### src/rtl/rob_pr_free_funnel.sv
// rob_pr_free_funnel
//   Funnels commit groups of freed physical registers from the ROB into the
//   banked free list. Each group is held in a small circular FIFO together with
//   a per-lane "remaining" mask. Every cycle the head group offers, for each
//   bank, the lowest-index remaining lane whose PR maps to that bank
//   (bank = PR low bits). A group is popped in the cycle its last remaining
//   lanes are handshaken.
//
// Ports
//   CLK, nRST        clock, asynchronous active-low reset
//   enq_valid        ROB presents a commit group
//   enq_lane_valid   per-lane freed-PR valid mask   [LANES]
//   enq_lane_PR      per-lane freed PR, lane l at [l*7 +: 7]
//   enq_ready        a group can be accepted (registered count < ENTRIES)
//   deq_bank_valid   PR offered to free-list bank b [BANKS]
//   deq_bank_PR      offered PR, bank b at [b*7 +: 7], zero when not valid
//   deq_bank_ready   free-list bank b accepts the offered PR
module rob_pr_free_funnel #(
    parameter int unsigned ENTRIES = 2,
    parameter int unsigned LANES   = 4,
    parameter int unsigned BANKS   = 4
) (
    input  logic                 CLK,
    input  logic                 nRST,
    input  logic                 enq_valid,
    input  logic [LANES-1:0]     enq_lane_valid,
    input  logic [LANES*7-1:0]   enq_lane_PR,
    output logic                 enq_ready,
    output logic [BANKS-1:0]     deq_bank_valid,
    output logic [BANKS*7-1:0]   deq_bank_PR,
    input  logic [BANKS-1:0]     deq_bank_ready
);

    localparam int unsigned PtrW  = (ENTRIES > 1) ? $clog2(ENTRIES) : 1;
    localparam int unsigned CntW  = $clog2(ENTRIES + 1);
    localparam int unsigned BankW = (BANKS > 1) ? $clog2(BANKS) : 1;
    localparam int unsigned LaneW = (LANES > 1) ? $clog2(LANES) : 1;

    logic [PtrW-1:0]                     head_q, head_d;
    logic [PtrW-1:0]                     tail_q, tail_d;
    logic [CntW-1:0]                     count_q, count_d;
    logic [ENTRIES-1:0][LANES-1:0]       mask_q, mask_d;
    logic [ENTRIES-1:0][LANES-1:0][6:0]  pr_q, pr_d;

    logic [LANES-1:0]                    head_mask;
    logic [LANES-1:0][6:0]               head_pr;
    logic [LANES-1:0]                    clr_mask;
    logic [LANES-1:0]                    remaining;
    logic [BANKS-1:0]                    bank_valid;
    logic [BANKS-1:0][6:0]               bank_pr;
    logic [BANKS-1:0][LaneW-1:0]         bank_sel;
    logic                                push;
    logic                                pop;

    function automatic logic [PtrW-1:0] ptr_inc(input logic [PtrW-1:0] p);
        return (p == PtrW'(ENTRIES - 1)) ? '0 : p + PtrW'(1);
    endfunction

    // No full-queue bypass: a pop in this cycle does not open the queue.
    assign enq_ready = (count_q < CntW'(ENTRIES));

    // Groups with no valid lane are accepted but never stored.
    assign push = enq_valid & enq_ready & (|enq_lane_valid);

    // Per-bank lane select on the head group; lanes are scanned from the top so
    // the lowest-index matching lane wins.
    always_comb begin
        head_mask  = (count_q != '0) ? mask_q[head_q] : '0;
        head_pr    = pr_q[head_q];
        bank_valid = '0;
        bank_pr    = '0;
        bank_sel   = '0;
        for (int b = 0; b < BANKS; b++) begin
            for (int l = LANES - 1; l >= 0; l--) begin
                if (head_mask[l] && (head_pr[l][BankW-1:0] == BankW'(b))) begin
                    bank_valid[b] = 1'b1;
                    bank_pr[b]    = head_pr[l];
                    bank_sel[b]   = LaneW'(l);
                end
            end
        end
    end

    always_comb begin
        clr_mask = '0;
        for (int b = 0; b < BANKS; b++) begin
            if (bank_valid[b] && deq_bank_ready[b]) begin
                clr_mask[bank_sel[b]] = 1'b1;
            end
        end
        remaining = head_mask & ~clr_mask;
        pop       = (count_q != '0) && (remaining == '0);
    end

    always_comb begin
        mask_d  = mask_q;
        pr_d    = pr_q;
        head_d  = head_q;
        tail_d  = tail_q;
        count_d = count_q + CntW'(push) - CntW'(pop);
        if (count_q != '0) begin
            mask_d[head_q] = remaining;
        end
        // When both are active the queue is neither empty nor full, so the
        // tail slot is never the head slot.
        if (push) begin
            mask_d[tail_q] = enq_lane_valid;
            pr_d[tail_q]   = enq_lane_PR;
            tail_d         = ptr_inc(tail_q);
        end
        if (pop) begin
            head_d = ptr_inc(head_q);
        end
    end

    always_ff @(posedge CLK or negedge nRST) begin
        if (!nRST) begin
            head_q  <= '0;
            tail_q  <= '0;
            count_q <= '0;
            mask_q  <= '0;
            pr_q    <= '0;
        end else begin
            head_q  <= head_d;
            tail_q  <= tail_d;
            count_q <= count_d;
            mask_q  <= mask_d;
            pr_q    <= pr_d;
        end
    end

    assign deq_bank_valid = bank_valid;
    assign deq_bank_PR    = bank_pr;

endmodule

### config.mk
export PLATFORM = sky130hd
export DESIGN_NAME = rob_pr_free_funnel
export DESIGN_NICKNAME = d
export VERILOG_FILES = /design/src/rtl/rob_pr_free_funnel.sv
export SDC_FILE = /design/constraint.sdc
export NUM_CORES = 1
export LEC_CHECK = 0
export BUFFER_PORTS_ARGS = -buffer_cell sky130_fd_sc_hd__buf_2
export CAP_MARGIN = 20
export CORE_ASPECT_RATIO = 0.8
export CORE_MARGIN = 5
export CORE_UTILIZATION = 46
export CTS_CLUSTER_SIZE = 12
export DETAILED_ROUTE_END_ITERATION = 10
export GPL_ROUTABILITY_DRIVEN = 0
export PLACE_DENSITY = 0.71
export SLEW_MARGIN = 10
export SYNTH_ARGS = -nofsm -noshare
export SYNTH_HDL_FRONTEND = slang
export SYNTH_SLANG_ARGS = --single-unit
### constraint.sdc
create_clock -name CLK -period 8.4 [get_ports CLK]
set_clock_uncertainty 0.15 [all_clocks]
set_input_delay 1.26 -clock CLK [delete_from_list [all_inputs] [get_ports CLK]]
set_output_delay 1.26 -clock CLK [all_outputs]
set_load 0.01 [all_outputs]
---- After elaboration in Yosys (flattened, before gate mapping) ----
Cells that the tools add are included.
word-level totals
  register bits ........................... 68
  output and inout bits ................... 33
  logic and storage cells ................. 161
cells by class
  add/subtract/negate cells ............... 4
  $lt $le $gt $ge ......................... 13
  eq/ne operators ......................... 12
  mux-type cells .......................... 78
  bitwise operators ....................... 7
  reductions and logical operators ........ 34
operators with widths
  operator               number
  $mux W7                16
  $mux W28               3
  $bwmux W56             1
  $mux W4                9
  $mux W2                16
  $demux W28 S1          1
  $logic_and A1 B1 Y1    27
  $mux W1                22
  $bwmux W8              2
  $eq A2 B2 Y1 const B   8
  $mux W8                2
  $lt A2 B3 Y1 const B   4
  $or A4 B4 Y4           3
  $demux W1 S2           4
  $demux W4 S1           2
  $eq A2 B1 Y1 const B   4
  $ge A2 B1 Y1 const B   4
  $logic_not A2 Y1       4
  $and A4 B4 Y4          1
  $logic_not A4 Y1       1
  $lt A1 B2 Y1 const B   2
  $not A4 Y4             1
  $reduce_or A4 Y1       1
  $add A1 B1 Y1 const B  2
  other kinds (6)        8

---- Depth between registers and ports, before layout ----
  depth in word-level cells ............... 25
  gate-level depth with buffers ........... 13

---- Worst setup path before layout ----
Ideal clock, no wire load.
  path kind ............................... register to output
  start point ............................. register head_q
  end point ............................... output deq_bank_PR[5]
  arrival time ............................ 2065 ps
  slack ................................... 4925 ps
  stages on the path, launching flop included .. 8
  buffers on the path ..................... 5
  cells stage by stage .................... dfrtp_1 > buf_6 > buf_6 > buf_2 > buf_2 > buf_1 > mux2_2 > mux2_2
between the ends
  cells in the longest elaborated chain, start to end .. 8
  elaborated cells on any way between the ends .. 17
  classes of those cells .................. mux (9); reduce/logical (8)
RTL lines
  what                                                                            line    source
  start, declared                                                                 39      logic [PtrW-1:0] head_q, head_d;
  start signal, assigned                                                          118     head_q <= '0;
  start signal, assigned                                                          124     head_q <= head_d;
  $mux W4 (implied by the code) / $mux W28 (equally long branches) (2 in series)  68, 69
  $mux W4 / $logic_not A2 Y1 (equally long branches)                              68, 75
  $logic_and A1 B1 Y1                                                             75      if (head_mask[l] && (head_pr[l][BankW-1:0] == BankW'(b))) begin
  $mux W7 (3 in series)                                                           75
  $mux W7 *                                                                       75
  end, declared                                                                   30      output logic [BANKS*7-1:0] deq_bank_PR,
Every way passes the cells marked *; elsewhere a longest branch is shown, timed or not. The select of a mux whose other input is x is not followed.

---- Final worst setup path ----
  start point ............................. register head_q
  end point ............................... output deq_bank_PR[20]
between the ends
  cells in the longest elaborated chain, start to end .. 8
  elaborated cells on any way between the ends .. 17
  classes of those cells .................. eq/ne (4); mux (9); reduce/logical (4)
RTL lines
  what                                                                            line
  $mux W28 (implied by the code) / $mux W4 (equally long branches) (2 in series)  69, 68
  $eq A2 B2 Y1 / $mux W4 (equally long branches)                                  75, 68
  $logic_and A1 B1 Y1                                                             75
  $mux W7 (3 in series)                                                           75
  $mux W7 *                                                                       75
Marks and branches as above.

==> flow_summary.ini <==
[outcome]
outcome = finished clean

[job]
drv_cap = 0

[synthesis]
ys.flop_type = dfrtp_1
synth_seq_cells = 68
synth.yosys.seq_area_share_pct = 39.3
synthArstFlopShare_pct = 100
yosys.area.top_type = dfrtp_1
synth_edf_count = 0
synth_area_per_cell_um2 = 9.58
synth.area.top_cells = dfrtp_1, mux2_2, nand2_1
synth_commonest_cells = nand2_1, dfrtp_1, mux2_2, a21o_1, clkbuf_1
synthCells = 452
synthMostInstantiatedCell = nand2_1
synth_warnings = 0
synth_top_area_share_pct = 39.3
ys_types = 52
syn-cell-area_um2 = 4330

[clocking]
cts_resized = 0
cts.hold.buffers_added = 0
cts.sinks = 68
cts_made_buffers = 9
h-tree-depth = 3
path_clk_slew_ps = 50
clockBufferDepth = 2
cts_tree = built
cts-root-buf = clkbuf_16
postCtsSetupRepairBufs = 0
clk_latency_ps = 330

[worst_setup_path]
worst_ep_required_time_ps = 6990
cp-end-kind = output port
crit_arrival_ps = 3190
worstSetupPathType = flop to output port
cp-start-kind = flop
cp_max_fo = 66

[sta]
min_period_ps = 4600
fin_hold_ws_ps = 320
fmax_ghz = 0.218
setup_viol = 0
slew_violations = 0
tightest_slew_ps = 1080
maxSlewHeadroom_pct = 27.9
hold_viol = 0
rsz0062_at_grt = false
period_share_pct = 54.7
setup_tns_ps = 0

[drt]
highest_layer = met4
ant_nets = 0
wl_per_cell_um = 19.0
routed_wl_um = 12000
dr.first_iter.drc_count = 291
dr_total_vias = 3770
first_pass_iters = 5
drc_errors = 0
wl_met3_um = 788
met1_length_um = 5510
vias_per_cell = 5.98
met2RoutedLength_um = 5410

[floorplanning]
core_area_um2 = 9110
io-pin-count = 72
die_w_um = 118
rows = 31
dieHeight_um = 96.8
start_util_pct = 47.5
design.die.area_um2 = 11500

[power_and_ir_drop]
p_int_mw = 1.29
p_switching_mw = 0.976
irDropWorstVdd_mv = 0.248
clkPwrFrac_pct = 16.9
p_comb_share_pct = 55.8
p_per_area_nw_per_um2 = 449
p_sw_share_pct = 43.2
p_seq_share_pct = 27.3
p_leak_nw = 2.52

[global_routing]
overflow = 0
antenna_found_initial = 0
first_global_vias = 3743
grt_pass1_wl_um = 19600
grt_max_degree = 69
grt_usage_pct = 21.0

[worst_hold_path]
hp-class = flop to flop

[placed_design]
hpwl_um = 8350
io_buffers = 67

[cells_and_area]
layout.nets = 551
layout-drive-gt1-share_pct = 30.9
diodes = 0
area_delta_synth_final_pct = 16.2
n_fill_cell = 836
-- cells in the final DEF (no fill, tap or decap), types with 5 or more instances in the layout --
master,n
buf_4,7
or4_1,5
nor3b_1,6
inv_1,13
nand3_1,6
nand2_1,93
mux2_2,50
a21oi_1,5
a211oi_2,5
mux2i_1,17
buf_2,67
or3b_1,6
dfrtp_1,67
a21o_1,19
nor2_1,17
clkbuf_16,9
nand3b_1,13
a211oi_1,17
a221oi_1,16
-- metrics by stage --
stage / instance area, µm² / utilization (%) / power, mW / worst slack (ps) / std cells
3_5_place_dp: 4730 / 51.9 / 1.86 / 4160 / 614
5_1_grt: 5030 / 55.2 / 2.42 / 3610 / 630
3_3_place_gp: 4730 / 51.9 / 1.83 / 4270 / 614
2_1_floorplan: 4340 / - / 1.51 / 4930 / 455
6_report: 5030 / 55.2 / 2.26 / 3800 / 630
4_1_cts: 5030 / 55.2 / 2.26 / 3810 / 630
-- power groups by stage --
stage / registers, mW / clock network [mW] / logic [mW]
final: 0.616 / 0.383 / 1.26
after detailed placement: 0.616 / 0 / 1.25
after global placement: 0.605 / 0 / 1.22
after floorplan: 0.575 / 0 / 0.931
after global routing: 0.638 / 0.405 / 1.37
after CTS: 0.613 / 0.391 / 1.26
-- cell type report --
| cell class | instances | area, µm² | share of cell area, % |
|---|---|---|---|
| sequential | 68 | 1700 | 33.8 |
| inverter | 13 | 48.8 | 0.970 |
| multi-input combinational | 344 | 2450 | 48.6 |
| tap | 115 | 144 | 2.86 |
| timing repair buffer | 74 | 388 | 7.71 |
| clock inverter | 5 | 50.0 | 0.995 |
| clock buffer | 11 | 253 | 5.02 |
-- sequential cells by signal (all words and copies together) (netlist names) --
register and count:
mask_q 8, head_q 1, count_q 2, pr_q 56, tail_q 1
-- cell families (layout without fill, tap and decap cells) --
kind of cell / Yosys count / in the layout / share of synthesized area (%)
adder cells (fa/ha/maj): 2 / 2 / 0.578
flip-flops: 68 / 68 / 39.3
other: 1 / 4 / 0.0866
multiplexers: 68 / 68 / 17.4
buffers and inverters: 43 / 103 / 4.68
AND/OR/NAND/NOR: 178 / 178 / 20.9
XOR/XNOR: 4 / 4 / 0.809
AO/OA/AOI/OAI: 88 / 88 / 16.3
-- critical path: stages, from the launching register on --
cell and delay, ps:
dfrtp_2 350, buf_4 560, mux2i_1 520, a211oi_4 130, nor3_1 560, a221oi_1 200, a211oi_1 260, a21o_1 120
buf_2 130
-- per-layer routing --
metal | track usage [%] | up-vias
met3 | 5.77 | 30
met2 | 31.0 | 154
met1 | 29.6 | 1829
li1 | - | 1757
met4 | 7.67 | 0
met5 | 0 | -
-- final timing paths --
check / start / end / slack (ps) / cells after the start
max: head_q / deq_bank_PR[20] / 3800 / 8
min: pr_q[9] / pr_q[9] / 320 / 2
max reg2reg: head_q / count_q[1] / 4380 / 11
min reg2reg: pr_q[9] / pr_q[9] / 320 / 2
max in group asynchronous: nRST / head_q / 6520 / 2
min in group asynchronous: nRST / count_q[1] / 980 / 2
(Power assumes the default switching activity.)
